==> src/rtl/instruction_loader_if.sv <==
// rtl/instruction_loader_if.sv - byte stream in and instruction memory write port of the loader
interface instruction_loader_if #(
   parameter int ADDR_W = 8
);
   logic [7:0]        in_data;
   logic              in_valid;
   logic              in_ready;
   logic              imem_we;
   logic [ADDR_W-1:0] imem_addr;
   logic [23:0]       imem_wdata;

   // host / memory side: drives the stream, observes the writes
   modport master (
      output in_data, in_valid,
      input  in_ready, imem_we, imem_addr, imem_wdata
   );

   // loader side: consumes the stream, issues the writes
   modport slave (
      input  in_data, in_valid,
      output in_ready, imem_we, imem_addr, imem_wdata
   );
endinterface

==> src/rtl/instruction_loader.sv <==
// rtl/instruction_loader.sv - assembles 3-byte instructions from a byte stream and writes them to imem
module instruction_loader #(
   parameter int ADDR_W  = 8,
   parameter int TIMEOUT = 50000
) (
   input  logic                 clk,
   input  logic                 rst,
   input  logic                 load_start,
   instruction_loader_if.slave  bus,
   output logic                 busy,
   output logic                 load_done,
   output logic                 load_error,
   output logic [ADDR_W:0]      instr_count
);

   // counter only has to reach TIMEOUT-1
   localparam int CNT_W = (TIMEOUT > 1) ? $clog2(TIMEOUT) : 1;
   localparam logic [CNT_W-1:0]  CNT_LAST  = CNT_W'(TIMEOUT - 1);
   localparam logic [CNT_W-1:0]  CNT_ONE   = CNT_W'(1);
   localparam logic [ADDR_W-1:0] ADDR_LAST = '1;
   localparam logic [ADDR_W-1:0] ADDR_ONE  = ADDR_W'(1);
   localparam logic [ADDR_W:0]   COUNT_ONE = (ADDR_W + 1)'(1);

   typedef enum logic [2:0] {
      S_IDLE,
      S_B0,
      S_B1,
      S_B2,
      S_WRITE,
      S_DONE,
      S_ERROR
   } state_t;

   state_t            state_q;
   state_t            state_d;
   logic [ADDR_W-1:0] addr_q;
   logic [23:0]       word_q;
   logic [CNT_W-1:0]  idle_cnt_q;

   logic              ready_c;
   logic              we_c;
   logic              start_c;
   logic              accept;

   assign accept         = bus.in_valid && ready_c;
   assign bus.in_ready   = ready_c;
   assign bus.imem_we    = we_c;
   assign bus.imem_addr  = addr_q;
   assign bus.imem_wdata = word_q;

   // state register
   always_ff @(posedge clk or negedge rst) begin
      if (!rst) begin
         state_q <= S_IDLE;
      end else begin
         state_q <= state_d;
      end
   end

   // next state and state-decoded outputs
   always_comb begin
      state_d    = state_q;
      ready_c    = 1'b0;
      we_c       = 1'b0;
      busy       = 1'b0;
      load_done  = 1'b0;
      load_error = 1'b0;
      start_c    = 1'b0;
      case (state_q)
         S_IDLE, S_DONE, S_ERROR: begin
            load_done  = (state_q == S_DONE);
            load_error = (state_q == S_ERROR);
            if (load_start) begin
               start_c = 1'b1;
               state_d = S_B0;
            end
         end
         S_B0: begin
            busy    = 1'b1;
            ready_c = 1'b1;
            // no timeout here: the host may pause between instructions
            if (bus.in_valid) state_d = S_B1;
         end
         S_B1: begin
            busy    = 1'b1;
            ready_c = 1'b1;
            if (bus.in_valid)                state_d = S_B2;
            else if (idle_cnt_q == CNT_LAST) state_d = S_ERROR;
         end
         S_B2: begin
            busy    = 1'b1;
            ready_c = 1'b1;
            if (bus.in_valid)                state_d = S_WRITE;
            else if (idle_cnt_q == CNT_LAST) state_d = S_ERROR;
         end
         S_WRITE: begin
            busy = 1'b1;
            we_c = 1'b1;
            // HALT wins over overflow; the final word is written either way
            if (word_q[23:20] == 4'hF)  state_d = S_DONE;
            else if (addr_q == ADDR_LAST) state_d = S_ERROR;
            else                          state_d = S_B0;
         end
         default: state_d = S_IDLE;
      endcase
   end

   // word assembly, address, count and mid-instruction idle counter
   always_ff @(posedge clk or negedge rst) begin
      if (!rst) begin
         addr_q      <= '0;
         word_q      <= '0;
         idle_cnt_q  <= '0;
         instr_count <= '0;
      end else begin
         if (start_c) begin
            addr_q      <= '0;
            instr_count <= '0;
         end
         if (accept) begin
            case (state_q)
               S_B0:    word_q[23:16] <= bus.in_data;
               S_B1:    word_q[15:8]  <= bus.in_data;
               S_B2:    word_q[7:0]   <= bus.in_data;
               default: word_q        <= word_q;
            endcase
         end
         if (state_q == S_WRITE) begin
            instr_count <= instr_count + COUNT_ONE;
            if (state_d == S_B0) addr_q <= addr_q + ADDR_ONE;
         end
         if ((state_q == S_B1 || state_q == S_B2) && !accept) begin
            idle_cnt_q <= idle_cnt_q + CNT_ONE;
         end else begin
            idle_cnt_q <= '0;
         end
      end
   end

endmodule

==> src/flat_wrapper.sv <==
// flat-port wrapper written by rule: the top's interface ports become plain ports
module instruction_loader_flat 
#(
   parameter int ADDR_W  = 8,
   parameter int TIMEOUT = 50000
)
  (clk, rst, load_start, busy, load_done, load_error, instr_count, bus_in_data, bus_in_valid, bus_in_ready, bus_imem_we, bus_imem_addr, bus_imem_wdata);
  instruction_loader_if #(.ADDR_W(ADDR_W)) bus_i ();
  input  logic clk;
  input  logic rst;
  input  logic load_start;
  output logic busy;
  output logic load_done;
  output logic load_error;
  output logic [ADDR_W:0] instr_count;
  input wire logic [$bits(bus_i.in_data)-1:0] bus_in_data;
  input wire logic [$bits(bus_i.in_valid)-1:0] bus_in_valid;
  output wire logic [$bits(bus_i.in_ready)-1:0] bus_in_ready;
  output wire logic [$bits(bus_i.imem_we)-1:0] bus_imem_we;
  output wire logic [$bits(bus_i.imem_addr)-1:0] bus_imem_addr;
  output wire logic [$bits(bus_i.imem_wdata)-1:0] bus_imem_wdata;
  assign bus_i.in_data = bus_in_data;
  assign bus_i.in_valid = bus_in_valid;
  assign bus_in_ready = bus_i.in_ready;
  assign bus_imem_we = bus_i.imem_we;
  assign bus_imem_addr = bus_i.imem_addr;
  assign bus_imem_wdata = bus_i.imem_wdata;
  instruction_loader #(.ADDR_W(ADDR_W), .TIMEOUT(TIMEOUT)) u_core (.clk(clk), .rst(rst), .load_start(load_start), .bus(bus_i), .busy(busy), .load_done(load_done), .load_error(load_error), .instr_count(instr_count));
endmodule
==> config.mk <==
export PLATFORM = sky130hd
export DESIGN_NAME = instruction_loader_flat
export DESIGN_NICKNAME = d
export VERILOG_FILES = /design/src/rtl/instruction_loader_if.sv /design/src/rtl/instruction_loader.sv /design/src/flat_wrapper.sv
export SDC_FILE = /design/constraint.sdc
export NUM_CORES = 1
export LEC_CHECK = 0
export CAP_MARGIN = 10
export CELL_PAD_IN_SITES_DETAIL_PLACEMENT = 1
export CELL_PAD_IN_SITES_GLOBAL_PLACEMENT = 1
export CORE_MARGIN = 4
export CORE_UTILIZATION = 43
export DETAILED_ROUTE_END_ITERATION = 12
export GPL_ROUTABILITY_DRIVEN = 1
export PLACE_DENSITY_LB_ADDON = 0.1
export SYNTH_ARGS = -nofsm -noshare
export SYNTH_HDL_FRONTEND = slang
export SYNTH_SLANG_ARGS = --single-unit
export TNS_END_PERCENT = 20
==> constraint.sdc <==
create_clock -name clk -period 4.25 [get_ports clk]
set_input_delay 0.85 -clock clk [delete_from_list [all_inputs] [get_ports clk]]
set_output_delay 0.85 -clock clk [all_outputs]
set_load 0.01 [all_outputs]
**After elaboration in Yosys (flattened, before gate mapping)**

Cells that the tools add are included.

- Register bits after elaboration: 60
- Bits of input ports: 12
- Output and inout bits: 46

- $add $sub $neg: 3
- Equal/unequal tests: 10
- Mux-type cells: 21
- Reductions and logical operators: 12

Operators with widths:

| cell | number |
|---|---|
| $mux 8 | 3 |
| $mux 3 | 7 |
| $mux 9 | 2 |
| $add 16x1->16 const B | 1 |
| $eq 16x16->1 const B | 1 |
| $mux 16 | 1 |
| $pmux 3 s5 | 1 |
| $add 9x1->9 const B | 1 |
| $eq 3x3->1 const B | 3 |
| $add 8x1->8 const B | 1 |
| $eq 8x8->1 const B | 1 |
| $mux 1 | 7 |
| $eq 3x1->1 const B | 2 |
| $eq 3x2->1 const B | 2 |
| $reduce_and 2->1 | 3 |
| $reduce_or 3->1 | 2 |
| $eq 4x4->1 const B | 1 |
| $reduce_or 4->1 | 1 |
| $logic_not 3->1 | 1 |
| $logic_and 1x1->1 | 2 |
| $reduce_bool 2->1 | 1 |
| $logic_not 1->1 | 1 |
| $logic_or 1x1->1 | 1 |

**Logic depth before layout (Yosys ltp)**

- Word-level depth: 7
- Gate-level depth with buffers: 8
- Mapped depth without buffers: 5

**Worst setup path before layout**

OpenSTA, ideal clock, no wires.

- Path kind: input -> register
- From: input port bus_in_valid
- To: register u_core.word_q[10], in the netlist u_core.bus.imem_wdata[10]
- Data arrival time: 1.835 ns
- Required time: 4.125 ns
- Slack: 2.290 ns
- Cell stages on the path: 4
- Path buffers: 1
- Cell sequence: nor2b_1 and3_1 clkbuf_1 mux2_2

- Word-level cells in the longest chain between the ends: 2

Ends and longest elaborated chain:

| what | line | RTL |
|---|---|---|
| from (decl) | flat_wrapper.sv:17 | `input wire logic [$bits(bus_i.in_valid)-1:0] bus_in_valid;` |
| $logic_and 1x1->1 | instruction_loader.sv:45 | `assign accept = bus.in_valid && ready_c;` |
| $reduce_and 2->1 (no line) | -- |  |
| to (signal assigned) | instruction_loader.sv:123 | `S_B1: word_q[15:8] <= bus.in_data;` |
| to (signal assigned) | instruction_loader.sv:125 | `default: word_q <= word_q;` |
| to (decl) | instruction_loader.sv:37 | `logic [23:0] word_q;` |

No other way between the ends.
A chain may end at the register's enable or synchronous reset.

**Worst setup path after layout**

- From: register u_core.state_q[1]
- To: output port bus_imem_we

- Word-level cells in the longest chain between the ends: 2

Ends and longest elaborated chain:

| what | line | RTL |
|---|---|---|
| from (decl) | instruction_loader.sv:34 | `state_t state_q;` |
| from (signal assigned) | instruction_loader.sv:56 | `state_q <= state_d;` |
| $eq 3x3->1 | instruction_loader.sv:69 | `case (state_q)` |
| $mux 1 | instruction_loader.sv:69 |  |
| to (decl) | flat_wrapper.sv:19 | `output wire logic [$bits(bus_i.imem_we)-1:0] bus_imem_we;` |

No other way between the ends.

==> results.cfg <==
[status]
status = finished, final reports clean

[sta]
hold_viol = 0
slew_headroom_pct = 37.6
tns_ns = 0
setup_violations = 0
layout_min_cycle_time_ns = 3.05
whs_ns = 0.493
fmaxAchievable_ghz = 0.328
slew_viol_final = 0
finalCritPeriodShare_pct = 71.8
worst_pin_slew_ns = 0.932
finClkSkew_ns = 0.00414
rsz0062_at_grt = false

[min_path]
hold_path.class = flip-flop to flip-flop

[run]
cap_violations = 0

[drt]
ant_nets = 0
drc_errors = 0
drt-initial-drc-count = 95
routedWlPerCell_um = 17.3
dr.pass1.iters = 5
wl_um = 7000
drt-vias-per-instance = 5.59
vias = 2259

[synthesis]
syn_nets = 280
syn_inst = 265
synthXorXnorAreaFrac_pct = 4.53
synth_ff_type = dfrtp_1
async_flop_share_pct = 100
synthAdderAreaFrac_pct = 1.29
synth.cell_area_mm2 = 0.00290
seq_area_frac_synth_pct = 51.8
avgSynthCellArea_um2 = 10.9
synth-warning-count = 0
synth_top_family_by_area = simple AND/OR/NAND/NOR gates
ys_types = 44
synth_compound_area_share_pct = 9.19
synth_simple_gate_area_share_pct = 20.6
synthMuxAreaShare_pct = 9.32
ys_ff_latch = 60
synth_edf_count = 0

[final_layout]
syn_to_final_growth_pct = 27.2
fin_util_pct = 57.1
drive_gt1_share_pct = 14.1
diodes = 0
fin_nets = 337
fillers = 720

[grt]
overflow = 0
grt_pass1_vias = 2366
grt_pass1_wl_um = 12000
track_usage_pct = 18.4
antenna_found_initial = 0
grt_start_max_net_pins = 37

[placement]
hpwl_um = 4720
gp_congestion = 0.780
numPortBuffers = 57

[worst_setup_path]
arrival_ns = 2.20
path_max_fanout = 19
worst_setup_path_start_kind = flip-flop
critPathKind = flip-flop to primary output
endpoint_kind = primary output
cp.required_ns = 3.40

[clock_network]
h-tree-depth = 3
clkTransAtPathRegs_ns = 0.07
cts_hold_buf = 0
cts_resized = 0
worstSkewPairLatency_ns = 0.34
cts-root-buf = clkbuf_8
cts_tree = yes
cts.sinks = 60
cts_buffer_depth = 2
cts_buffers = 9
postCtsSetupRepairBufs = 0

[pwr]
swShare_pct = 34.9
p_per_area_mw_per_mm2 = 613
ir_drop_v = 0.000392
intPower_mw = 1.47
power_frac_seq_pct = 39.6
leakagePower_nw = 1.59
switching_power_mw = 0.790
power.share.clock_pct = 21.4
p_comb_share_pct = 39.0

[die]
coreArea_mm2 = 0.00646
initial_core_util_pct = 44.9
fp.dieW_um = 90.1
dieArea_mm2 = 0.00812
die_y_um = 90.1
io_pins = 58
rows = 29
[registers in the layout, indices dropped and copies added (netlist names)]
name                   flops
u_core.bus.imem_addr       8
u_core.bus.imem_wdata     24
u_core.idle_cnt_q         16
u_core.instr_count         9
u_core.state_q             3
[kinds of logic after synthesis]
logic type / Yosys count
simple gates: 108
flops: 60
compound gates: 39
mux: 24
buf+inv: 16
xor+xnor: 15
fa+ha+maj: 3
[through the flow]
| stage | setup WS, ns | instances | total power [mW] | instance area [um2] |
|---|---|---|---|---|
| finish | 1.20 | 404 | 2.26 | 3690 |
| detailed placement | 1.47 | 388 | 1.79 | 3500 |
| global placement | 1.57 | 388 | 1.77 | 3500 |
| global route | 1.07 | 404 | 2.42 | 3690 |
| CTS | 1.16 | 404 | 2.30 | 3690 |
| floorplan | 2.29 | 265 | 1.35 | 2900 |
[cells in the final DEF, fill, tap and decap left out, types with 3 or more instances in the layout]
| cell | synthesis | routed |
|---|---|---|
| dfrtp_1 | 60 | 60 |
| clkdlybuf4s50_1 | 0 | 56 |
| nand3_1 | 24 | 24 |
| mux2_2 | 24 | 24 |
| nor2_1 | 20 | 20 |
| nand2_1 | 13 | 13 |
| o21ai_0 | 11 | 11 |
| xor2_1 | 11 | 11 |
| clkbuf_8 | 0 | 11 |
| and3_1 | 10 | 10 |
| nand4_1 | 10 | 10 |
| a21oi_1 | 8 | 8 |
| nand2b_1 | 5 | 5 |
| or3_1 | 5 | 5 |
| and4_1 | 4 | 4 |
| xnor2_1 | 4 | 4 |
| a31oi_1 | 4 | 4 |
| inv_1 | 3 | 3 |
| nor2b_1 | 3 | 3 |
| o211ai_1 | 3 | 3 |
| ha_1 | 3 | 3 |
| clkinvlp_4 | 0 | 3 |
[routing by layer]
layer | vias to the layer above | GRT usage, % | wire (um)
met5 | - | 0 | 0
met4 | 0 | 5.36 | 73
met1 | 1127 | 23.9 | 3200
li1 | 1075 | - | -
met2 | 51 | 28.6 | 3270
met3 | 6 | 7.01 | 456
[cell type report]
cell class | instances | area, um2 | area share, %
Sequential cell | 60 | 1500 | 40.7
Multi-Input combinational cell | 189 | 1300 | 35.3
Timing Repair Buffer | 58 | 573 | 15.5
Clock buffer | 11 | 151 | 4.10
Tap cell | 77 | 96.3 | 2.61
Clock inverter | 5 | 36.3 | 0.983
Inverter | 4 | 27.5 | 0.746
[path summary, 6_finish.rpt]
kind / start / cells past startpoint / slack, ns / to
min in group asynchronous: rst / 1 / 0.61 / u_core.instr_count[3]$_DFFE_PN0P_
worst min register to register: u_core.instr_count[8]$_DFFE_PN0P_ / 1 / 0.49 / u_core.instr_count[8]$_DFFE_PN0P_
worst max register to register: u_core.state_q[1]$_DFF_PN0_ / 5 / 2.11 / u_core.bus.imem_addr[7]$_DFF_PN0_
max in group asynchronous: rst / 2 / 2.79 / u_core.bus.imem_wdata[19]$_DFFE_PN0P_
worst min-delay path: u_core.instr_count[8]$_DFFE_PN0P_ / 1 / 0.49 / u_core.instr_count[8]$_DFFE_PN0P_
worst max-delay path: u_core.state_q[1]$_DFF_PN0_ / 3 / 1.20 / bus_imem_we
[worst max-delay path, cell delays in order, from the launching register on]
cell and delay [ns]:
dfrtp_1 0.56, or3b_1 0.62, clkinv_8 0.14, clkdlybuf4s50_1 0.54
[synth_stat cells, drive strengths merged, types with 5 or more instances]
cell type	n	share of area, %
a21oi	8	1.4
nor2	20	2.6
clkbuf	8	1.0
and3	10	2.2
nand2b	5	1.1
o21ai	11	1.9
nand3	24	4.1
or3	5	1.1
mux2	24	9.3
dfrtp	60	52
nand4	10	2.2
nand2	13	1.7
xor2	11	3.3
[power by group through the flow]
stage                     logic (mW)  clock network [mW]  registers (mW)
after detailed placement       0.890                   0           0.901
after global placement         0.877                   0           0.893
after floorplan                0.440                   0           0.909
after CTS                      0.903               0.497           0.897
final                          0.882               0.483           0.896
after global routing           0.966               0.526           0.929
(Power assumes the default switching activity.)
